**config.mk**
```make
export PLATFORM = sky130hd
export DESIGN_NAME = router_fsm_flat
export DESIGN_NICKNAME = d
export VERILOG_FILES = /design/src/rtl/router_fsm_if.sv /design/src/rtl/router_fsm.sv /design/src/flat_wrapper.sv
export SDC_FILE = /design/constraint.sdc
export NUM_CORES = 1
export LEC_CHECK = 0
export BUFFER_PORTS_ARGS = -buffer_cell sky130_fd_sc_hd__buf_4
export CAP_MARGIN = 40
export CORE_AREA = 2 2 39 41
export CTS_CLUSTER_SIZE = 24
export DETAILED_ROUTE_END_ITERATION = 6
export DIE_AREA = 0 0 41 43
export GPL_ROUTABILITY_DRIVEN = 1
export PLACE_DENSITY_LB_ADDON = 0.2
export SLEW_MARGIN = 20
export SYNTH_ARGS = -nofsm -noshare
export SYNTH_HDL_FRONTEND = slang
export SYNTH_SLANG_ARGS = --single-unit
```
**constraint.sdc**
```tcl
create_clock -name clock -period 2.2 [get_ports clock]
set_input_delay 0.44 -clock clock [delete_from_list [all_inputs] [get_ports clock]]
set_output_delay 0.44 -clock clock [all_outputs]
set_load 0.02 [all_outputs]
```
**src/rtl/router_fsm_if.sv**
```systemverilog
// Handshake bundle between the router sequencing FSM and the source,
// sync block and register block.
interface router_fsm_if;
  logic       pkt_valid;
  logic [1:0] data_in;
  logic       parity_done;
  logic       low_pkt_valid;
  logic       fifo_full;
  logic       fifo_empty_0;
  logic       fifo_empty_1;
  logic       fifo_empty_2;
  logic       soft_reset_0;
  logic       soft_reset_1;
  logic       soft_reset_2;
  logic       busy;
  logic       detect_add;
  logic       write_enb_reg;
  logic       ld_state;
  logic       lfd_state;
  logic       laf_state;
  logic       full_state;
  logic       rst_int_reg;

  modport slave (
    input  pkt_valid, data_in, parity_done, low_pkt_valid, fifo_full,
           fifo_empty_0, fifo_empty_1, fifo_empty_2,
           soft_reset_0, soft_reset_1, soft_reset_2,
    output busy, detect_add, write_enb_reg, ld_state, lfd_state,
           laf_state, full_state, rst_int_reg
  );

  modport master (
    output pkt_valid, data_in, parity_done, low_pkt_valid, fifo_full,
           fifo_empty_0, fifo_empty_1, fifo_empty_2,
           soft_reset_0, soft_reset_1, soft_reset_2,
    input  busy, detect_add, write_enb_reg, ld_state, lfd_state,
           laf_state, full_state, rst_int_reg
  );
endinterface

```
**src/rtl/router_fsm.sv**
```systemverilog
// Sequencing controller for the 1x3 router: header decode, load/full/parity steering.
// Optional completed-packet counter enabled by defining ROUTER_FSM_PKT_CNT_EN.
module router_fsm #(
  parameter int PKT_CNT_W = 8
) (
  input  logic        clock,
  input  logic        resetn,
  router_fsm_if.slave bus
`ifdef ROUTER_FSM_PKT_CNT_EN
  ,
  output logic [PKT_CNT_W-1:0] pkt_cnt
`endif
);

  typedef enum logic [2:0] {
    DA  = 3'd0,
    WTE = 3'd1,
    LFD = 3'd2,
    LD  = 3'd3,
    FFS = 3'd4,
    LAF = 3'd5,
    LP  = 3'd6,
    CPE = 3'd7
  } state_t;

  state_t     state_q;
  state_t     state_d;
  logic [1:0] addr_q;
  logic       sel_empty;
  logic       sel_soft;
  logic       da_empty;

  // Per-port flags steered by the latched address (after decode) or the live header (in DA).
  always_comb begin
    sel_empty = 1'b0;
    sel_soft  = 1'b0;
    case (addr_q)
      2'b00:   begin sel_empty = bus.fifo_empty_0; sel_soft = bus.soft_reset_0; end
      2'b01:   begin sel_empty = bus.fifo_empty_1; sel_soft = bus.soft_reset_1; end
      2'b10:   begin sel_empty = bus.fifo_empty_2; sel_soft = bus.soft_reset_2; end
      default: begin sel_empty = 1'b0;             sel_soft = 1'b0;             end
    endcase
  end

  always_comb begin
    da_empty = 1'b0;
    case (bus.data_in)
      2'b00:   da_empty = bus.fifo_empty_0;
      2'b01:   da_empty = bus.fifo_empty_1;
      2'b10:   da_empty = bus.fifo_empty_2;
      default: da_empty = 1'b0;
    endcase
  end

  always_ff @(posedge clock or negedge resetn) begin
    if (!resetn) begin
      state_q <= DA;
      addr_q  <= 2'b00;
    end else begin
      state_q <= state_d;
      if (state_q == DA && bus.pkt_valid && bus.data_in != 2'b11)
        addr_q <= bus.data_in;
    end
  end

  always_comb begin
    state_d = state_q;
    case (state_q)
      DA:  if (bus.pkt_valid && bus.data_in != 2'b11)
             state_d = da_empty ? LFD : WTE;
      WTE: if (sel_empty) state_d = LFD;
      LFD: state_d = LD;
      LD: begin
        if (bus.fifo_full)       state_d = FFS;
        else if (!bus.pkt_valid) state_d = LP;
      end
      FFS: if (!bus.fifo_full) state_d = LAF;
      LAF: begin
        if (bus.parity_done)        state_d = DA;
        else if (bus.low_pkt_valid) state_d = LP;
        else                        state_d = LD;
      end
      LP:  state_d = CPE;
      CPE: state_d = bus.fifo_full ? FFS : DA;
      default: state_d = DA;
    endcase
    // A read-side timeout on the selected port abandons the packet from anywhere but DA.
    if (state_q != DA && sel_soft)
      state_d = DA;
  end

  always_comb begin
    bus.busy          = 1'b0;
    bus.detect_add    = 1'b0;
    bus.write_enb_reg = 1'b0;
    bus.ld_state      = 1'b0;
    bus.lfd_state     = 1'b0;
    bus.laf_state     = 1'b0;
    bus.full_state    = 1'b0;
    bus.rst_int_reg   = 1'b0;
    case (state_q)
      DA:  bus.detect_add = 1'b1;
      WTE: bus.busy = 1'b1;
      LFD: begin bus.busy = 1'b1; bus.lfd_state = 1'b1; bus.write_enb_reg = 1'b1; end
      LD:  begin bus.ld_state = 1'b1; bus.write_enb_reg = 1'b1; end
      FFS: begin bus.busy = 1'b1; bus.full_state = 1'b1; end
      LAF: begin bus.busy = 1'b1; bus.laf_state = 1'b1; bus.write_enb_reg = 1'b1; end
      LP:  begin bus.busy = 1'b1; bus.write_enb_reg = 1'b1; end
      CPE: begin bus.busy = 1'b1; bus.rst_int_reg = 1'b1; end
      default: bus.detect_add = 1'b1;
    endcase
  end

`ifdef ROUTER_FSM_PKT_CNT_EN
  logic pkt_done;

  // Only normal completions count; soft-reset exits are excluded.
  assign pkt_done = !sel_soft &&
                    ((state_q == CPE && !bus.fifo_full) ||
                     (state_q == LAF && bus.parity_done));

  always_ff @(posedge clock or negedge resetn) begin
    if (!resetn)       pkt_cnt <= '0;
    else if (pkt_done) pkt_cnt <= pkt_cnt + 1'b1;
  end
`else
  if (PKT_CNT_W < 1) begin : g_unused_cnt_w
  end
`endif

endmodule

```
**src/flat_wrapper.sv**
```systemverilog
// flat-port wrapper written by rule: the top's interface ports become plain ports
module router_fsm_flat 
#(
  parameter int PKT_CNT_W = 8
)
  (clock, resetn, bus_pkt_valid, bus_data_in, bus_parity_done, bus_low_pkt_valid, bus_fifo_full, bus_fifo_empty_0, bus_fifo_empty_1, bus_fifo_empty_2, bus_soft_reset_0, bus_soft_reset_1, bus_soft_reset_2, bus_busy, bus_detect_add, bus_write_enb_reg, bus_ld_state, bus_lfd_state, bus_laf_state, bus_full_state, bus_rst_int_reg);
  router_fsm_if bus_i ();
  input  logic clock;
  input  logic resetn;
  input wire logic [$bits(bus_i.pkt_valid)-1:0] bus_pkt_valid;
  input wire logic [$bits(bus_i.data_in)-1:0] bus_data_in;
  input wire logic [$bits(bus_i.parity_done)-1:0] bus_parity_done;
  input wire logic [$bits(bus_i.low_pkt_valid)-1:0] bus_low_pkt_valid;
  input wire logic [$bits(bus_i.fifo_full)-1:0] bus_fifo_full;
  input wire logic [$bits(bus_i.fifo_empty_0)-1:0] bus_fifo_empty_0;
  input wire logic [$bits(bus_i.fifo_empty_1)-1:0] bus_fifo_empty_1;
  input wire logic [$bits(bus_i.fifo_empty_2)-1:0] bus_fifo_empty_2;
  input wire logic [$bits(bus_i.soft_reset_0)-1:0] bus_soft_reset_0;
  input wire logic [$bits(bus_i.soft_reset_1)-1:0] bus_soft_reset_1;
  input wire logic [$bits(bus_i.soft_reset_2)-1:0] bus_soft_reset_2;
  output wire logic [$bits(bus_i.busy)-1:0] bus_busy;
  output wire logic [$bits(bus_i.detect_add)-1:0] bus_detect_add;
  output wire logic [$bits(bus_i.write_enb_reg)-1:0] bus_write_enb_reg;
  output wire logic [$bits(bus_i.ld_state)-1:0] bus_ld_state;
  output wire logic [$bits(bus_i.lfd_state)-1:0] bus_lfd_state;
  output wire logic [$bits(bus_i.laf_state)-1:0] bus_laf_state;
  output wire logic [$bits(bus_i.full_state)-1:0] bus_full_state;
  output wire logic [$bits(bus_i.rst_int_reg)-1:0] bus_rst_int_reg;
  assign bus_i.pkt_valid = bus_pkt_valid;
  assign bus_i.data_in = bus_data_in;
  assign bus_i.parity_done = bus_parity_done;
  assign bus_i.low_pkt_valid = bus_low_pkt_valid;
  assign bus_i.fifo_full = bus_fifo_full;
  assign bus_i.fifo_empty_0 = bus_fifo_empty_0;
  assign bus_i.fifo_empty_1 = bus_fifo_empty_1;
  assign bus_i.fifo_empty_2 = bus_fifo_empty_2;
  assign bus_i.soft_reset_0 = bus_soft_reset_0;
  assign bus_i.soft_reset_1 = bus_soft_reset_1;
  assign bus_i.soft_reset_2 = bus_soft_reset_2;
  assign bus_busy = bus_i.busy;
  assign bus_detect_add = bus_i.detect_add;
  assign bus_write_enb_reg = bus_i.write_enb_reg;
  assign bus_ld_state = bus_i.ld_state;
  assign bus_lfd_state = bus_i.lfd_state;
  assign bus_laf_state = bus_i.laf_state;
  assign bus_full_state = bus_i.full_state;
  assign bus_rst_int_reg = bus_i.rst_int_reg;
  router_fsm #(.PKT_CNT_W(PKT_CNT_W)) u_core (.clock(clock), .resetn(resetn), .bus(bus_i));
endmodule
```
==> results.sh <==
export IMPL_outcome="finished, final reports clean"
export IMPL_powerDensity_nw_per_um2=1350
export IMPL_rsz0062_at_grt="false"
export IMPL_syn_inst=57
export IMPL_io_buffers=21
export IMPL_cts_post_setup_buffers_inserted=0
export IMPL_required_ns=1.76
export IMPL_final_antenna_net_count=0
export IMPL_numCtsBuffers=3
export IMPL_nNetsFinal=95
export IMPL_grt_pass1_wl_um=1820
export IMPL_period_needed_ns=1.83
export IMPL_fmax_mhz=547
export IMPL_grt_start_max_net_pins=13
export IMPL_synthesis_nets=71
export IMPL_grt_overflow=0
export IMPL_max_cap_viol_count=0
export IMPL_final_cell_area_sq_um=652
export IMPL_cp_max_fo=12
export IMPL_start_util_pct=32.9
export IMPL_syn_area_per_cell_sq_um=7.99
export IMPL_clk_pin_slew_worst_paths_ns=0.04
export IMPL_track_usage_pct=15.0
export IMPL_hp_class="in -> reg"
export IMPL_drive_gt1_share_pct=36.3
export IMPL_cp_num_buf_inv=1
export IMPL_wl_per_cell_um=11.2
export IMPL_finalCritPeriodShare_pct=83.1
export IMPL_path_class="reg -> out"
export IMPL_cts_sinks=5
export IMPL_synth_cell_types=30
export IMPL_diodes=0
export IMPL_syn_cell_area_sq_um=455
export IMPL_dr_pass1_iters=3
export IMPL_worstPathArrival_ns=1.39
export IMPL_tightest_slew_ns=0.379
export IMPL_critPathLaunchType="flop"
export IMPL_rrSetupSlack_ns=0.38
export IMPL_synth_area_leaders="dfrtp_1 27%, mux2i_1 8.8%, nor2_1 7.4%"
export IMPL_cpPeakStageDelay_ns=0.50
export IMPL_worstPathCellList="or2_2 > a21o_1 > buf_4"
export IMPL_dieArea_sq_um=1760
export IMPL_chipWidth_um=41
export IMPL_row_count=14
export IMPL_placed_cell_area_sq_um=616
export IMPL_dp_slack_ns=0.408
export IMPL_post_synth_top_area_fraction_pct=27.5
export IMPL_synth_edff_count=0
export IMPL_cts_tree="done"
export IMPL_holdPathStages=2
export IMPL_routed_wirelength_um=1070
export IMPL_hold_viol_final=0
export IMPL_synthFlopType="dfrtp_1"
export IMPL_die_y_um=43
export IMPL_nFillCells=153
export IMPL_io_pin_count=22
export IMPL_p_leak_nw=0.316
export IMPL_htreeDepth=1
export IMPL_yosys_top_cells_count="9 x nor2_1, 5 x dfrtp_1, 5 x nand2_1"
export IMPL_ys_warn_count=0
export IMPL_skew_ns=0.00280
export IMPL_tns_ns=0
export IMPL_layout_setup_ws_ns=0.373
export IMPL_drt_iter0_drc=3
export IMPL_ys_async_sr_fraction_pct=100
export IMPL_setup_viol=0
export IMPL_ys_ff_latch=5
export IMPL_core_sq_um=1380
export IMPL_crit_family="flip-flops"
export IMPL_slowest_stage="dfrtp_1"
export IMPL_grt_pass1_vias=432
export IMPL_cts_max_path_buffers=2
export IMPL_syn_to_final_growth_pct=43.1
export IMPL_drc=0
export IMPL_vdd_drop_max_mv=0.511
export IMPL_cp_num_cells=3
export IMPL_yosysSeqAreaShare_pct=27.5
export IMPL_synth_most_common_cell="nor2_1"
export IMPL_vias_per_cell=5.10
export IMPL_reg2regPathDepth=5
export IMPL_synth_top_area_cell="dfrtp_1"
export IMPL_relSlewSlack_pct=74.6
export IMPL_clk_latency_ns=0.23
export IMPL_antenna_found_initial=0
export IMPL_vias=490
export IMPL_finalMaxSlewViolations=0
export IMPL_place_congestion=0.758
export IMPL_endpoint_kind="output pin"
export IMPL_cts_root_buffer="clkbuf_4"
## area by class of cell
class / count / area, sq um / area share, %
multi-input combinational: 46 / 302 / 46.3
timing repair buffer: 22 / 168 / 25.7
sequential: 5 / 125 / 19.2
clock buffer: 4 / 26.3 / 4.03
tap: 16 / 20.0 / 3.07
inverter: 3 / 11.3 / 1.73
## worst paths after layout
check                                                    from                            end
min in group asynchronous                              resetn  u_core.state_q[1]$_DFFE_PN0P_
max in group asynchronous                              resetn   u_core.addr_q[0]$_DFFE_PN0P_
worst max-delay path            u_core.state_q[1]$_DFFE_PN0P_                       bus_busy
worst min-delay path                           bus_data_in[0]   u_core.addr_q[0]$_DFFE_PN0P_
worst max register to register  u_core.state_q[1]$_DFFE_PN0P_  u_core.state_q[0]$_DFFE_PN0P_
worst min register to register   u_core.addr_q[0]$_DFFE_PN0P_   u_core.addr_q[0]$_DFFE_PN0P_
## metrics by stage
stage	util, %	total power [W]	instances	hold WS [ns]
3_5_place_dp	44.5	0.000784	91	0.243
3_3_place_gp	44.5	0.000790	91	0.243
2_1_floorplan	-	0.000625	57	0.144
4_1_cts	47.1	0.000892	96	0.465
6_report	47.1	0.000882	96	0.475
5_1_grt	47.1	0.000967	96	0.471
## cells by family (layout without fill, tap and decap cells)
group | Yosys count | in the layout | synth area share [%]
XOR/XNOR | 1 | 1 | 1.92
flip-flops | 5 | 5 | 27.5
AND/OR/NAND/NOR | 25 | 25 | 29.1
buffers and inverters | 6 | 29 | 6.32
multiplexers | 4 | 4 | 8.79
AO/OA/AOI/OAI | 16 | 16 | 26.4
## sequential cells by signal, indices dropped and copies added (netlist names)
signal	cells
u_core.addr_q	2
u_core.state_q	3
## layout by cell type (no fill, tap or decap)
cell type / n
o21a_1: 1
a21boi_0: 1
or2_2: 2
inv_1: 2
o22a_1: 1
nand2_1: 5
a21oi_1: 2
mux2i_1: 4
nor2_1: 9
o21ai_0: 2
xnor2_1: 1
a21o_1: 2
o311a_1: 1
inv_2: 1
nand3_1: 1
a31oi_1: 1
nor3b_1: 2
clkbuf_4: 3
a22oi_1: 1
dfrtp_1: 5
a211o_1: 1
dlygate4sd3_1: 1
a221oi_1: 1
or4b_1: 1
o211ai_2: 1
or4_1: 1
o211ai_1: 1
nor3_2: 1
nor3_1: 1
clkbuf_1: 1
buf_4: 21
nand3b_1: 2
## repair_timing
action / CTS / global route
hold endpoints to repair: 5 / 0
gates resized for setup: 0 / 0
hold buffers: 1 / 0
## where the power goes
group / internal [W] / switching (W) / leakage, nW
Combinational: 0.000269 / 0.000272 / 0.238
Clock: 0.0000683 / 0.0000328 / 0.0150
Sequential: 0.000138 / 0.000102 / 0.0624
## metal layers
layer,wire [um],global-route usage (%),up-vias
li1,-,-,254
met5,0,0,-
met1,501,20.5,227
met4,0,8.00,0
met3,44,3.14,0
met2,524,21.3,9
Note: power is estimated with default switching activity, not from simulation.
